[src/rtl/menu_ctrl.sv]
// Push-button menu/page controller: debounced presses drive a 3-item cursor and a page FSM whose
// page switches land only on frame_start. Define MENU_AUTOREPEAT_EN for held up/down auto-repeat.

module menu_debounce #(
  parameter int DEB_CNT = 1_000_000,
  parameter bit REP     = 1'b0
) (
  input  logic clk,
  input  logic rst,
  input  logic raw,
  output logic press
);
  localparam int CW = $clog2(DEB_CNT + 1);

  logic          s1, s2, stable, stable_d;
  logic [CW-1:0] cnt;
  logic          rep_hit;

  always_ff @(posedge clk or posedge rst) begin
    if (rst) begin
      s1       <= 1'b0;
      s2       <= 1'b0;
      stable   <= 1'b0;
      stable_d <= 1'b0;
      cnt      <= '0;
      press    <= 1'b0;
    end else begin
      s1       <= raw;
      s2       <= s1;
      stable_d <= stable;
      if (s2 != stable) begin
        if (cnt == CW'(DEB_CNT - 1)) begin
          stable <= s2;
          cnt    <= '0;
        end else begin
          cnt <= cnt + CW'(1);
        end
      end else begin
        cnt <= '0;
      end
      press <= (stable & ~stable_d) | rep_hit;
    end
  end

  if (REP) begin : g_rep
    localparam int RW = $clog2(16 * DEB_CNT + 1);
    logic [RW-1:0] rep_cnt;

    // Counts from the first press pulse; each wrap re-issues the pulse while still held.
    always_ff @(posedge clk or posedge rst) begin
      if (rst)                              rep_cnt <= '0;
      else if (!(stable && stable_d) || rep_hit) rep_cnt <= '0;
      else                                  rep_cnt <= rep_cnt + RW'(1);
    end

    assign rep_hit = stable && stable_d && (rep_cnt == RW'(16 * DEB_CNT - 1));
  end else begin : g_norep
    assign rep_hit = 1'b0;
  end
endmodule

module menu_ctrl #(
  parameter int DEB_CNT = 1_000_000,
  parameter int ARROW_X = 600,
  parameter int Y1      = 150,
  parameter int Y2      = 340,
  parameter int Y3      = 470
) (
  input  logic        clk,
  input  logic        rst,
  input  logic        up,
  input  logic        down,
  input  logic        enter,
  input  logic        back,
  input  logic        frame_start,
  output logic [10:0] arrow_x,
  output logic [9:0]  arrow_y,
  output logic        arrow_en,
  output logic [1:0]  page_sel,
  output logic        buzzer_en,
  output logic        piano_en,
  output logic [1:0]  song_sel,
  output logic        busy
);
  typedef enum logic [1:0] {
    PG_HOME   = 2'd0,
    PG_BUZZER = 2'd1,
    PG_PIANO  = 2'd2,
    PG_VIDEO  = 2'd3
  } page_t;

`ifdef MENU_AUTOREPEAT_EN
  localparam bit AUTOREP = 1'b1;
`else
  localparam bit AUTOREP = 1'b0;
`endif

  logic  up_p, down_p, enter_p, back_p;
  logic  ev_back, ev_enter, ev_up, ev_down;
  page_t page_q, target_q;
  logic [1:0] cursor_q;

  menu_debounce #(.DEB_CNT(DEB_CNT), .REP(AUTOREP)) u_deb_up    (.clk(clk), .rst(rst), .raw(up),    .press(up_p));
  menu_debounce #(.DEB_CNT(DEB_CNT), .REP(AUTOREP)) u_deb_down  (.clk(clk), .rst(rst), .raw(down),  .press(down_p));
  menu_debounce #(.DEB_CNT(DEB_CNT), .REP(1'b0))    u_deb_enter (.clk(clk), .rst(rst), .raw(enter), .press(enter_p));
  menu_debounce #(.DEB_CNT(DEB_CNT), .REP(1'b0))    u_deb_back  (.clk(clk), .rst(rst), .raw(back),  .press(back_p));

  // back beats enter beats cursor moves; opposing moves cancel
  assign ev_back  = back_p;
  assign ev_enter = enter_p & ~back_p;
  assign ev_up    = up_p & ~down_p & ~enter_p & ~back_p;
  assign ev_down  = down_p & ~up_p & ~enter_p & ~back_p;

  assign arrow_x  = 11'(ARROW_X);
  assign page_sel = page_q;

  always_ff @(posedge clk or posedge rst) begin
    if (rst) begin
      page_q    <= PG_HOME;
      target_q  <= PG_HOME;
      cursor_q  <= 2'd0;
      busy      <= 1'b0;
      arrow_en  <= 1'b1;
      buzzer_en <= 1'b0;
      piano_en  <= 1'b0;
      song_sel  <= 2'd0;
    end else if (busy) begin
      if (frame_start) begin
        page_q    <= target_q;
        cursor_q  <= 2'd0;
        busy      <= 1'b0;
        arrow_en  <= (target_q == PG_HOME) || (target_q == PG_BUZZER);
        buzzer_en <= (target_q == PG_BUZZER);
        piano_en  <= (target_q == PG_PIANO);
        if (target_q == PG_HOME) song_sel <= 2'd0;
      end else if (ev_back) begin
        target_q <= PG_HOME;
      end
    end else begin
      case (page_q)
        PG_HOME: begin
          if (ev_enter) begin
            target_q <= page_t'(cursor_q + 2'd1);
            busy     <= 1'b1;
          end
        end
        PG_BUZZER: begin
          if (ev_back) begin
            target_q <= PG_HOME;
            busy     <= 1'b1;
          end else if (ev_enter) begin
            song_sel <= cursor_q + 2'd1;
          end
        end
        default: begin
          if (ev_back) begin
            target_q <= PG_HOME;
            busy     <= 1'b1;
          end
        end
      endcase
      if (page_q == PG_HOME || page_q == PG_BUZZER) begin
        if (ev_up)   cursor_q <= (cursor_q == 2'd0) ? 2'd2 : cursor_q - 2'd1;
        if (ev_down) cursor_q <= (cursor_q == 2'd2) ? 2'd0 : cursor_q + 2'd1;
      end
    end
  end

  always_ff @(posedge clk or posedge rst) begin
    if (rst) begin
      arrow_y <= 10'(Y1);
    end else begin
      case (cursor_q)
        2'd1:    arrow_y <= 10'(Y2);
        2'd2:    arrow_y <= 10'(Y3);
        default: arrow_y <= 10'(Y1);
      endcase
    end
  end
endmodule

[config.mk]
export PLATFORM = sky130hd
export DESIGN_NAME = menu_ctrl
export DESIGN_NICKNAME = d
export VERILOG_FILES = /design/src/rtl/menu_ctrl.sv
export SDC_FILE = /design/constraint.sdc
export NUM_CORES = 1
export LEC_CHECK = 0
export BUFFER_PORTS_ARGS = -buffer_cell sky130_fd_sc_hd__buf_2
export CAP_MARGIN = 20
export CORE_MARGIN = 1.5
export CORE_UTILIZATION = 65
export CTS_BUF_LIST = sky130_fd_sc_hd__clkbuf_16
export CTS_CLUSTER_DIAMETER = 30
export CTS_CLUSTER_SIZE = 12
export DETAILED_ROUTE_END_ITERATION = 6
export PLACE_DENSITY_LB_ADDON = 0.12
export SLEW_MARGIN = 5
export SYNTH_ARGS = -nofsm -noshare
export SYNTH_HDL_FRONTEND = slang
export SYNTH_HIERARCHICAL = 1
export SYNTH_SLANG_ARGS = --single-unit
[constraint.sdc]
create_clock -name clk -period 4.3 [get_ports clk]
set_input_delay 0.43 -clock clk [delete_from_list [all_inputs] [get_ports clk]]
set_output_delay 0.43 -clock clk [all_outputs]
set_load 0.005 [all_outputs]
-- After elaboration in Yosys (flattened, before gate mapping)
Cells that the tools add are included.
- reductions and logical operators: 17
- shift operators: 0
- multiplexer cells: 31
- div/mod/pow operators: 0
- add/sub/neg operators: 6
- eq/ne operators: 18
- bitwise operators: 19
- $mul: 0
- magnitude comparators: 0
- operator list (operator ; number):
    20-bit 2-to-1 mux ; 8
    20-bit by 1-bit adder with 20-bit output (second input constant) ; 4
    20-bit equality test (second input constant) ; 4
    2-bit 2-to-1 mux ; 17
    9-bit one-hot mux with 2 select lines ; 1
    2-bit AND reduction ; 6
    1-bit bitwise AND ; 11
    1-bit inverter ; 8
    2-bit by 1-bit equality test with 1-bit output (second input constant) ; 3
    2-bit zero test ; 3
    2-bit inequality test (second input constant) ; 3
    2-bit nonzero test ; 3
    1-bit 2-to-1 mux ; 5
    5-bit AND reduction ; 1
    2-bit equality test (second input constant) ; 2
    1-bit inequality test ; 4
    3-bit inequality test (second input constant) ; 1
    3-bit AND reduction ; 1
    3-bit nonzero test ; 1
    2-bit by 1-bit adder with 2-bit output (second input constant) ; 1
    1-bit logical OR ; 2
    2-bit by 1-bit inequality test with 1-bit output (second input constant) ; 1
    2-bit by 1-bit subtractor with 2-bit output (second input constant) ; 1
- memories: 0
- register bits: 122
- word-level logic and storage cells: 124
- output and inout port bits: 29
- bits in latches: 0
- RAM bits: 0
- memory bits (read-only): 0

-- Longest topological paths before layout
- depth after elaboration: 8
- depth in mapped cells: 7
- mapped depth without buffers: 5

-- Modules after synthesis
Netlist, hierarchy kept.
- by module, submodules not included (module ; area an instance (um2) ; sequential area each (um2) ; instances ; cells an instance):
    menu_debounce ; 1168.6 ; 625.6 ; 4 ; 114
    menu_ctrl ; 858.3 ; 352.8 ; 1 ; 85

-- Worst setup path after synthesis
OpenSTA, ideal clock, no wires.
- path type: register to register
- start: register u_deb_back.cnt[12]
- end: register u_deb_back.cnt[10]
- library setup time: 0.119 ns
- slack: 2.323 ns
- path buffers: 1
- stages on the path, launching flop included: 6
- arrival time: 1.858 ns
- required time: 4.181 ns
- period minus slack after synthesis: 1.977 ns
- cell sequence: dfrtp_1 or4_1 or4_4 o21ai_4 buf_6 nor2_1
- longest elaborated chain between the ends: 3
- RTL lines (item ; line ; text):
    start: declaration ; 16 ; logic [CW-1:0] cnt;
    start signal: assignment ; 36 ; cnt <= cnt + CW'(1);
    20-bit equality test ; 32 ; if (cnt == CW'(DEB_CNT - 1)) begin
    20-bit 2-to-1 mux ; 32 ;
    20-bit 2-to-1 mux ; 31 ; if (s2 != stable) begin
No other way between the ends.
A chain may end at the register's enable or synchronous reset.

-- Worst setup path after layout
- start: register u_deb_up.cnt[11]
- end: register u_deb_up.cnt[10]
- longest elaborated chain between the ends: 3
- RTL lines (item ; line):
    start: declaration ; 16
    start signal: assignment ; 36
    20-bit equality test ; 32
    20-bit 2-to-1 mux ; 32
    20-bit 2-to-1 mux ; 31
No other way between the ends.

==> results.md <==
Die:
- The overall die height is roughly 95 um.
- The die boundary width is 95.3 um.
- The core outline area is between 8000 and 9000 um2.
- The floorplan step defined a die boundary enclosing 9070 um2.
- The number of placement rows is 33.
- The total I/O pin count is 36.
- The initial utilization of the core area, before any placement, comes to between 60% and 70%.

Yosys:
- In the synthesized netlist, the number of instances is around 540.
- The warning count from the yosys run is 6.
- The top cell type's share of synthesized area is about half.
- A synthesized cell averages about 10 um2.
- The synthesized design contains approximately 110 register bits.
- The number of enable flip-flop cells after synthesis is 0.
- The share of the Yosys chip area taken by registers is 51.6%.
- Synthesis instantiated 43 different standard cells from the library.
- The synthesized netlist occupies a cell area of roughly 5500 um2.
- In the synthesized netlist the async set-or-reset flop fraction comes to 100%.
- In the synthesized netlist the dominant register cell turns out to be sky130_fd_sc_hd__dfrtp_1.
- By area the synthesized netlist is led by sky130_fd_sc_hd__dfrtp_1, sky130_fd_sc_hd__xnor2_1, sky130_fd_sc_hd__nor2_1.
- The cell taking the most area after synthesis is sky130_fd_sc_hd__dfrtp_1.

Setup path:
- The required time at the endpoint of the critical path is around 4600 ps.
- For the worst setup path, the data arrival time is approximately 2500 ps.
- STA classifies the critical path endpoint as a flop.
- The path type of the worst setup path is flop to flop.
- The maximum fanout count along the critical path is 19.
- The cell depth of the worst flop-to-flop path is 4.
- The sort of element at the start of the critical path is a flop.

Placement:
- The detailed placement HPWL is between 6000 and 7000 um.
- Counting tap cells, the placed design contains a total of approximately 650 instances.
- The worst setup slack before clock tree synthesis is between 2000 and 2500 ps.
- The quantity of I/O buffers inserted on ports is 18.
- Routability-driven placement finished with a final weighted congestion of between 0.8 and 0.9.

Timing:
- Setup violations remaining at the end of the flow were counted as 0.
- The post-route worst hold slack is ~130 ps.
- On the final layout, the worst clock skew is 11.8 ps.
- Setup repair after global routing left no endpoint under its margin.
- For this run, the top clock speed supported by timing is 452 MHz.
- The max-slew violation count was 0.
- The count of endpoints failing hold in the final timing report came to 0.
- The final critical-path share of the clock period is between 50% and 60%.
- After routing, the total negative slack on setup checks comes to 0 ps.
- The actual slew at the worst max-slew pin is 926 ps.
- Measured against its own limit, the worst slew margin works out to a little under two fifths.
- The final worst slack is 2090 ps.
- The final period demand of the worst path is between 2000 and 2500 ps.

Worst hold path:
- Counting instances, the worst hold path has a depth of 1.
- The worst hold-check path type is input pin to flop.

Cells and area:
- The final cell utilization of the core is 76.6%.
- The layout-stage area growth over the synthesis result is 13.7%.
- The share of final-layout standard cells stronger than drive strength 1 is 13.6%.
- For this run, the post-layout net count is 583.
- The non-filler instance count after layout is 686.
- The count of antenna diodes in the layout is 0.

Run status:
- The run finished with clean final reports.

Clock network:
- The root buffer cell chosen for the clock tree is sky130_fd_sc_hd__clkbuf_16.
- The tree built by TritonCTS fans out to ~110 sinks.
- After clock tree synthesis, the setup repair step added 0 buffers.
- The later pin in the worst-skew pair is clocked with a latency of roughly 400 ps.
- The count of H-tree levels built during CTS is 4.
- The clock edge transition at the registers on the reported setup and hold paths is approximately 50 ps.
- The total clock buffers created by CTS is 17.
- The number of buffers on the longest clock path is 2.
- The TritonCTS clock tree is yes.
- Once the clock tree was built, the resizer swapped 0 gates to a different size.

GRT:
- The number of global-route vias before repair is 3,959.
- The met1 routing resource usage after global routing is between 30% and 40%.
- The global-route met2 utilization is around 45%.
- The global-route wire length before repair is roughly 18,000 um.
- The overall global routing resource usage is 25.9%.
- The layer carrying the most global-route usage is met2.
- Summed over all layers, the global routing overflow is 0.
- Global routing consumed, on the met3 layer, under 10% of the routing resources.
- The initial antenna violation count was 0.
- The largest net degree at the start of global routing is 26.

Power and ir drop:
- The power density relative to cell area is 413 nW/um2.
- The leakage power figure is 2.69 nW.
- The worst-case vdd ir drop is ~0.35 mV.

Route:
- The final layout contains routed wiring with a total length of 11,100 um.
- The initial detailed-routing violation count is roughly 200.
- The number of antenna-violating nets in the routed design is 0.
- The average wire length per cell after detail routing is 16.2 um.
- The pre-antenna-repair detailed-routing pass consisted of 6 iterations.
- The final route contains 3,938 vias.
- For this run, design rule violations remaining after detail routing come to 0.
- After detailed routing, the number of vias per cell comes to ~5.7.

Run:
- Max-cap violations in this run came to 0.
-- report_power, final --
group	switching (mW)	total, mW	internal [mW]	leakage, nW
Combinational	0.0485	0.0704	0.0219	0.857
Clock	0.478	1.43	0.953	0.296
Sequential	0.0106	1.10	1.09	1.54
-- Yosys cell counts (all sizes together) (11+ instances only) --
cell   number
o21ai      11
xor2       13
buf        23
dfrtp     112
nor2       89
inv        39
nor3       16
or4        12
nand2      22
xnor2      52
a21oi      11
nor4       21
nand4      20
nand3      24
-- kinds of logic (layout without fill, tap and decap cells) --
group	count (synthesis)	after routing	synth area share [%]
buffers and inverters	67	92	6.38
muxes	9	9	1.74
DFF	114	114	51.6
adders and majority gates	7	7	1.58
xor gates and xnor gates	65	65	10.3
AOI/OAI and AO/OA	38	38	5.56
and+or+nand+nor	239	239	22.7
other	2	17	0.136
-- metal layers --
layer | vias to the layer above | wire [um]
met5 | - | 0
met4 | 0 | 136
met3 | 14 | 377
met2 | 88 | 5920
met1 | 1955 | 4650
li1 | 1881 | -
-- cells in the final DEF, fill, tap and decap left out, types with 18 or more instances in the layout --
master	netlist	layout
sky130_fd_sc_hd__buf_2	0	18
sky130_fd_sc_hd__dfrtp_1	112	112
sky130_fd_sc_hd__inv_1	39	40
sky130_fd_sc_hd__nand2_1	22	22
sky130_fd_sc_hd__nand3_1	24	24
sky130_fd_sc_hd__nand4_1	20	20
sky130_fd_sc_hd__nor2_1	89	89
sky130_fd_sc_hd__nor4_1	21	21
sky130_fd_sc_hd__xnor2_1	52	52
-- stage by stage --
| stage | power (mW) | instance area [um2] |
|---|---|---|
| 2_1_floorplan | 1.17 | 5590 |
| 3_3_place_gp | 1.17 | 5600 |
| 3_5_place_dp | 1.18 | 5600 |
| 4_1_cts | 2.60 | 6200 |
| 5_1_grt | 2.68 | 6290 |
| 6_report | 2.60 | 6290 |
-- path summary, 6_finish.rpt --
check / from / slack [ps] / endpoint
worst max register to register: u_deb_up/cnt[11] / 2090 / u_deb_up/cnt[10]
max in group asynchronous: rst / 2880 / u_deb_down/cnt[6]
min in group asynchronous: rst / 520 / u_deb_enter/press
worst min register to register: u_deb_enter/s1 / 350 / u_deb_enter/s2
worst max-delay path: u_deb_up/cnt[11] / 2090 / u_deb_up/cnt[10]
worst min-delay path: back / 130 / u_deb_back/s1
-- cell type report --
class                   instances  area [um2]
well taps                     105         131
fillers                       539        1920
clock buffers                  17         425
multi-input cells             375        2380
repair buffers                 22         183
clock inverters                14         171
flip-flops and latches        114        2860
inverters                      39         146
-- state kept, by name (all words and copies together), names as in the netlist, 2 cells and up --
register	cells
u_deb_up/cnt	20
song_sel	2
u_deb_enter/cnt	20
arrow_y	2
u_deb_back/cnt	20
target_q	2
cursor_q	2
u_deb_down/cnt	20
page_sel	2
-- critical path: stages (launching register included) --
cell and delay, ps:
sky130_fd_sc_hd__dfrtp_1 440, sky130_fd_sc_hd__or4_1 520, sky130_fd_sc_hd__or4_4 530, sky130_fd_sc_hd__o21ai_4 440
sky130_fd_sc_hd__nor2_1 130
-- timing repair --
| item | in CTS | in global routing |
|---|---|---|
| hold buffers | 0 | 1 |
| hold endpoints to repair | 0 | 2 |
| endpoints found under the setup margin | 0 | 0 |
(Power assumes the default switching activity.)
